File: config.mk
export PLATFORM = sky130hd
export DESIGN_NAME = line_window_buffer
export DESIGN_NICKNAME = d
export VERILOG_FILES = /design/src/rtl/line_window_buffer.sv
export SDC_FILE = /design/constraint.sdc
export NUM_CORES = 1
export LEC_CHECK = 0
export ABC_AREA = 1
export BUFFER_PORTS_ARGS = -buffer_cell sky130_fd_sc_hd__buf_2
export CORE_MARGIN = 1.5
export CORE_UTILIZATION = 25
export CTS_CLUSTER_DIAMETER = 120
export DETAILED_ROUTE_END_ITERATION = 8
export GPL_TIMING_DRIVEN = 0
export PLACE_DENSITY = 0.44
export SYNTH_ARGS = -nofsm -noshare
export SYNTH_HDL_FRONTEND = slang
export SYNTH_SLANG_ARGS = --single-unit
File: constraint.sdc
create_clock -name clk_i -period 3.4 [get_ports clk_i]
set_input_delay 0.68 -clock clk_i [delete_from_list [all_inputs] [get_ports clk_i]]
set_output_delay 0.68 -clock clk_i [all_outputs]
set_load 0.02 [all_outputs]
File: src/rtl/line_window_buffer.sv
// ---------------------------------------------------------------------------
// line_window_buffer
//   Sliding BufferRows x WindowCols pixel window over a raster stream, for
//   InputChannels independent channels that share one line RAM. The RAM holds
//   one "stored column" per line position: the BufferRows-1 previous lines'
//   pixels at that position, newest line in slot 0.
//
//   Pipeline: S1 (input registered, RAM read issued on accept) -> OUT (window
//   register). The RAM location for a position is rewritten when that beat
//   moves from S1 to OUT.
//
// Ports
//   clk_i, rst_i      clock, synchronous active-high reset
//   data_i            one pixel per channel
//   sof_i             first pixel of a frame (qualified by valid_i && ready_o)
//   line_len_i        pixels per line, sampled on an accepted sof_i beat
//   valid_i/ready_o   input handshake
//   data_o            window [ch][row][col]; row 0 = current line, col 0 = newest
//   window_full_o     all window positions hold real frame data
//   valid_o/ready_i   output handshake
// ---------------------------------------------------------------------------
module line_window_buffer #(
    parameter int BufferWidth   = 8,
    parameter int MaxDelay      = 8,   // >= 2
    parameter int BufferRows    = 3,   // >= 2
    parameter int WindowCols    = 3,   // >= 1
    parameter int InputChannels = 2
) (
    input  logic                                          clk_i,
    input  logic                                          rst_i,
    input  logic [InputChannels-1:0][BufferWidth-1:0]     data_i,
    input  logic                                          sof_i,
    input  logic [$clog2(MaxDelay+1)-1:0]                 line_len_i,
    input  logic                                          valid_i,
    output logic                                          ready_o,
    output logic [InputChannels-1:0][BufferRows-1:0][WindowCols-1:0][BufferWidth-1:0] data_o,
    output logic                                          window_full_o,
    output logic                                          valid_o,
    input  logic                                          ready_i
);

    localparam int LenW   = $clog2(MaxDelay + 1);
    localparam int AddrW  = $clog2(MaxDelay);
    localparam int RowW   = $clog2(BufferRows);
    localparam int StRows = BufferRows - 1;

    localparam logic [LenW-1:0] LenMin = LenW'(2);
    localparam logic [LenW-1:0] LenMax = LenW'(MaxDelay);
    localparam logic [LenW-1:0] LenOne = LenW'(1);
    localparam logic [RowW-1:0] RowMax = RowW'(BufferRows - 1);
    localparam logic [RowW-1:0] RowOne = RowW'(1);

    typedef logic [InputChannels-1:0][BufferWidth-1:0]                             pix_t;
    typedef logic [InputChannels-1:0][StRows-1:0][BufferWidth-1:0]                 stcol_t;
    typedef logic [InputChannels-1:0][BufferRows-1:0][BufferWidth-1:0]             fullcol_t;
    typedef logic [InputChannels-1:0][BufferRows-1:0][WindowCols-1:0][BufferWidth-1:0] win_t;

    // Line RAM and its registered read port
    stcol_t mem_q [MaxDelay];
    stcol_t rd_q;
    stcol_t wr_col;

    // Frame position of the next beat. ptr_q is both the RAM address and the
    // column count: both restart on sof and wrap at len_q.
    logic [LenW-1:0] len_q, len_d;
    logic [LenW-1:0] ptr_q, ptr_d;
    logic [RowW-1:0] row_q, row_d;

    // Position of the beat currently offered on the input
    logic [LenW-1:0] len_clamp;
    logic [LenW-1:0] beat_col;
    logic [RowW-1:0] beat_row;
    logic            beat_last;

    // S1 stage
    logic            s1_valid_q;
    pix_t            s1_pix_q;
    logic [LenW-1:0] s1_col_q;
    logic [RowW-1:0] s1_row_q;

    // OUT stage
    logic            out_valid_q;
    win_t            win_q, win_d;
    logic            full_q, full_d;
    fullcol_t        cur_col;

    logic accept;
    logic advance;

    assign ready_o = !s1_valid_q || !out_valid_q || ready_i;
    assign accept  = valid_i && ready_o;
    // Any accept while S1 is occupied implies S1 advances in the same edge.
    assign advance = s1_valid_q && (!out_valid_q || ready_i);

    assign data_o        = win_q;
    assign window_full_o = full_q;
    assign valid_o       = out_valid_q;

    // -----------------------------------------------------------------------
    // Input beat position and next frame position
    // -----------------------------------------------------------------------
    always_comb begin
        len_clamp = line_len_i;
        if (line_len_i < LenMin) begin
            len_clamp = LenMin;
        end else if (line_len_i > LenMax) begin
            len_clamp = LenMax;
        end

        len_d    = sof_i ? len_clamp : len_q;
        beat_col = sof_i ? '0 : ptr_q;
        beat_row = sof_i ? '0 : row_q;

        beat_last = (beat_col == len_d - LenOne);
        ptr_d     = beat_last ? '0 : beat_col + LenOne;
        row_d     = (beat_last && beat_row != RowMax) ? beat_row + RowOne : beat_row;
    end

    // -----------------------------------------------------------------------
    // Window assembly for the S1 beat, and the column written back to RAM
    // -----------------------------------------------------------------------
    always_comb begin
        cur_col = '0;
        wr_col  = '0;
        win_d   = '0;
        for (int ch = 0; ch < InputChannels; ch++) begin
            cur_col[ch][0] = s1_pix_q[ch];
            for (int r = 1; r < BufferRows; r++) begin
                cur_col[ch][r] = rd_q[ch][r-1];
            end

            // Newest pixel enters slot 0, oldest stored line drops off.
            wr_col[ch][0] = s1_pix_q[ch];
            for (int r = 1; r < StRows; r++) begin
                wr_col[ch][r] = rd_q[ch][r-1];
            end

            for (int r = 0; r < BufferRows; r++) begin
                win_d[ch][r][0] = cur_col[ch][r];
                for (int c = 1; c < WindowCols; c++) begin
                    win_d[ch][r][c] = win_q[ch][r][c-1];
                end
                // Rows/columns not yet reached in this frame/line read as zero,
                // hiding stale RAM contents and the previous line's pixels.
                for (int c = 0; c < WindowCols; c++) begin
                    if (r > int'(s1_row_q) || c > int'(s1_col_q)) begin
                        win_d[ch][r][c] = '0;
                    end
                end
            end
        end
        full_d = (s1_row_q == RowMax) && (int'(s1_col_q) >= WindowCols - 1);
    end

    // -----------------------------------------------------------------------
    // Control and pipeline registers
    // -----------------------------------------------------------------------
    always_ff @(posedge clk_i) begin
        if (rst_i) begin
            s1_valid_q  <= 1'b0;
            s1_pix_q    <= '0;
            s1_col_q    <= '0;
            s1_row_q    <= '0;
            out_valid_q <= 1'b0;
            win_q       <= '0;
            full_q      <= 1'b0;
            ptr_q       <= '0;
            row_q       <= '0;
            len_q       <= LenMax;
        end else begin
            if (accept) begin
                s1_valid_q <= 1'b1;
                s1_pix_q   <= data_i;
                s1_col_q   <= beat_col;
                s1_row_q   <= beat_row;
                len_q      <= len_d;
                ptr_q      <= ptr_d;
                row_q      <= row_d;
            end else if (advance) begin
                s1_valid_q <= 1'b0;
            end

            if (advance) begin
                out_valid_q <= 1'b1;
                win_q       <= win_d;
                full_q      <= full_d;
            end else if (ready_i) begin
                out_valid_q <= 1'b0;
            end
        end
    end

    // -----------------------------------------------------------------------
    // Line RAM. Read and write addresses differ in any edge where both happen
    // (line length >= 2), except right after sof where the read data is masked.
    // -----------------------------------------------------------------------
    always_ff @(posedge clk_i) begin
        if (accept && !rst_i) begin
            rd_q <= mem_q[beat_col[AddrW-1:0]];
        end
        if (advance && !rst_i) begin
            mem_q[s1_col_q[AddrW-1:0]] <= wr_col;
        end
    end

endmodule

==> results_dict.tcl <==
set metrics [dict create \
    synthArstFlopShare 0 \
    setup_ws_ns 0.639 \
    dr.pass1.iters 5 \
    clock.fmax_mhz 362 \
    regToRegSetupSlack_ns 0.64 \
    hp-class "primary input to flop" \
    vias_per_cell 4.63 \
    p_leak_uw 0.00772 \
    min_period_ns 2.76 \
    nFillCells 7101 \
    startpoint "valid_o$_SDFFE_PP0P_" \
    placementRows 96 \
    clockBufferDepth 3 \
    port_buffers 169 \
    syn_avg_cell_area_sq_um 11.3 \
    grt_pass1_wl_microns 82400 \
    cp_cell_sequence "nand2_1 > nand2_1 > nor2_1 > nand2_1 > nor2_4 > buf_16" \
    area_growth_pct 21.9 \
    met3_usage 0.0256 \
    postLayoutCoreUtil 0.308 \
    period_share 0.812 \
    drtIter0Drc 903 \
    hold_viol 0 \
    cts_resized 0 \
    final_antenna_net_count 0 \
    ios 172 \
    path_buf_inv 1 \
    routedWlPerCell_microns 20.5 \
    gp_congestion 0.843 \
    crit_end "mem_q[1][13]$_DFFE_PP_" \
    hold_path.startpoint "data_i[5]" \
    initial_core_util 0.253 \
    drc 0 \
    grt_use_met2 0.271 \
    cts_sinks 467 \
    root_buffer "clkbuf_16" \
    worstSetupEndpointType "flop" \
    syn_area_sq_um 17400 \
    worst_clock_skew_ns 0.0128 \
    final_cell_mix "293 x nand2_1, 288 x edfxtp_1, 201 x buf_2" \
    crit_cells 6 \
    crit_type "flop to flop" \
    r2r_cells 6 \
    finalMaxSlewViolations 0 \
    setup_viol 0 \
    timing.setup.tns_ns 0 \
    core_sq_um 68700 \
    crit_path_max_fanout 17 \
    cts_buffers 49 \
    synth_cells 1542 \
    final_common_cell "nand2_1" \
    worst_slew_pin_slew_ns 0.878 \
    dp_hpwl_microns 40500 \
    dieWidth_microns 267 \
    dieArea_sq_um 71100 \
    cp_top_family "simple AND/OR/NAND/NOR gates" \
    critPathRequiredTime_ns 3.68 \
    status "completed" \
    cp-start-kind "flop" \
    drt-total-wl_microns 56200 \
    grt_usage 0.157 \
    drive_above_1_share 0.174 \
    slowest_stage "nor2_4" \
    grt_max_degree 27 \
    met1_usage 0.198 \
    timing.rr.start "valid_o$_SDFFE_PP0P_" \
    nets 1798 \
    cts_max_level 2 \
    r2r-end "mem_q[1][13]$_DFFE_PP_" \
    die_h_microns 267 \
    crit_top_cell "nand2_1" \
    synthDistinctLibCells 34 \
    synth_nets 1569 \
    grt-ovfl-total 0 \
    rsz0062_at_grt "no" \
    yosysSeqAreaShare 0.703 \
    postCtsSetupBuffers 0 \
    drv_cap 0 \
    place_ws_ns 0.0891 \
    powerDensity_nw_per_um2 584 \
    critical_path.max_stage_delay_ns 0.65 \
    yosys_register_bits 467 \
    cts_tree "done" \
    arrival_ns 3.04 \
    antenna_found_initial 4 \
    grt_pass1_vias 12494 \
    clk_pin_slew_ns 0.06 \
    worstSkewPairLatency_ns 0.58 \
    synthFlopType "edfxtp_1" \
    ir_worst_vdd_uv 328 \
    synth-edff-count 288 \
    yosys_warnings 0 \
    busiest_layer "met2" \
    ctsHoldBuffers 0 \
    vias 12685 \
    slew_headroom 0.413 \
]
-- routing by layer --
layer / routed length [microns] / share of wire
met1: 24000 / 0.43
met2: 27600 / 0.49
met3: 2980 / 0.053
met4: 1630 / 0.029
met5: 23 / 0.00041
-- cells by family (layout without fill, tap and decap cells) --
family,after synthesis,count (layout),share of synthesized area
AOI/OAI and AO/OA,384,384,0.128
xor gates and xnor gates,1,1,0.000504
adders and majority gates,2,2,0.00144
buffers and inverters,149,416,0.0363
DFF,467,467,0.703
other,0,1,0
and+or+nand+nor,539,539,0.130
-- metrics by stage --
step	power [uW]	hold slack, ns	cell area (sq um)	cells
2_1_floorplan	6940	0.442	17400	1542
3_3_place_gp	7360	0.462	19400	2642
3_5_place_dp	7380	0.462	19700	2651
4_1_cts	12500	0.301	21200	2740
5_1_grt	12800	0.326	21200	2740
6_report	12400	0.329	21200	2741
-- final cells by class --
| class | instances | area, sq um | area share |
|---|---|---|---|
| Antenna cell | 1 | 2.50 | 0.000118 |
| Tap cell | 931 | 1160 | 0.0550 |
| Buffer | 115 | 494 | 0.0233 |
| Sequential cell | 467 | 12200 | 0.577 |
| Inverter | 34 | 136 | 0.00644 |
| Multi-Input combinational cell | 926 | 4590 | 0.217 |
| Clock inverter | 22 | 178 | 0.00838 |
| Timing Repair Buffer | 178 | 1070 | 0.0505 |
| Clock buffer | 67 | 1320 | 0.0621 |
-- where the power goes --
part           internal (uW)  switching [uW]  leakage (uW)  total, uW
clock                   2930            2190      0.000739       5110
combinational            246             648       0.00287        894
sequential              6190             174       0.00411       6360
-- worst reg2reg max path, cell delays in order, from the launching register on --
cell and delay (ns):
dfxtp_1 0.32, nand2_1 0.11, nand2_1 0.20, nor2_1 0.52, nand2_1 0.39, nor2_4 0.65
buf_16 0.24
-- Yosys cell counts, types with 2 or more instances --
cell | instances | area share
nand3_1 | 138 | 0.040
edfxtp_1 | 288 | 0.50
o21ai_0 | 141 | 0.041
inv_1 | 27 | 0.0058
buf_1 | 9 | 0.0019
dfxtp_1 | 179 | 0.21
clkinv_1 | 2 | 0.00043
nor2_1 | 90 | 0.019
nand2_1 | 293 | 0.063
nand2_2 | 6 | 0.0022
nor2_4 | 3 | 0.0019
a31oi_1 | 33 | 0.012
nand3_2 | 2 | 0.0012
clkbuf_1 | 69 | 0.015
nor2_2 | 3 | 0.0011
inv_2 | 3 | 0.00065
a21oi_1 | 141 | 0.041
buf_2 | 32 | 0.0092
o221ai_1 | 64 | 0.032
buf_4 | 4 | 0.0017
ha_1 | 2 | 0.0014
-- how the worst min path moves through the flow --
stage                                          end  slack (ns)  depth (start not counted)
after floorplan           data_o[120]$_SDFFE_PP0P_        0.44                          2
after global placement    data_o[127]$_SDFFE_PP0P_        0.46                          2
after detailed placement   data_o[48]$_SDFFE_PP0P_        0.46                          2
after CTS                  cur_col[5]$_SDFFE_PP0P_        0.30                          3
after global routing       cur_col[0]$_SDFFE_PP0P_        0.33                          3
final                      cur_col[5]$_SDFFE_PP0P_        0.33                          3
-- state kept, by name (all words and copies together), names as in the netlist --
register       count
len_q              4
s1_valid_q         1
row_q              2
ptr_q              4
data_o           144
s1_row_q           2
window_full_o      1
mem_q            256
s1_col_q           4
cur_col           48
valid_o            1
No activity file was read; power rests on OpenSTA's default activity.
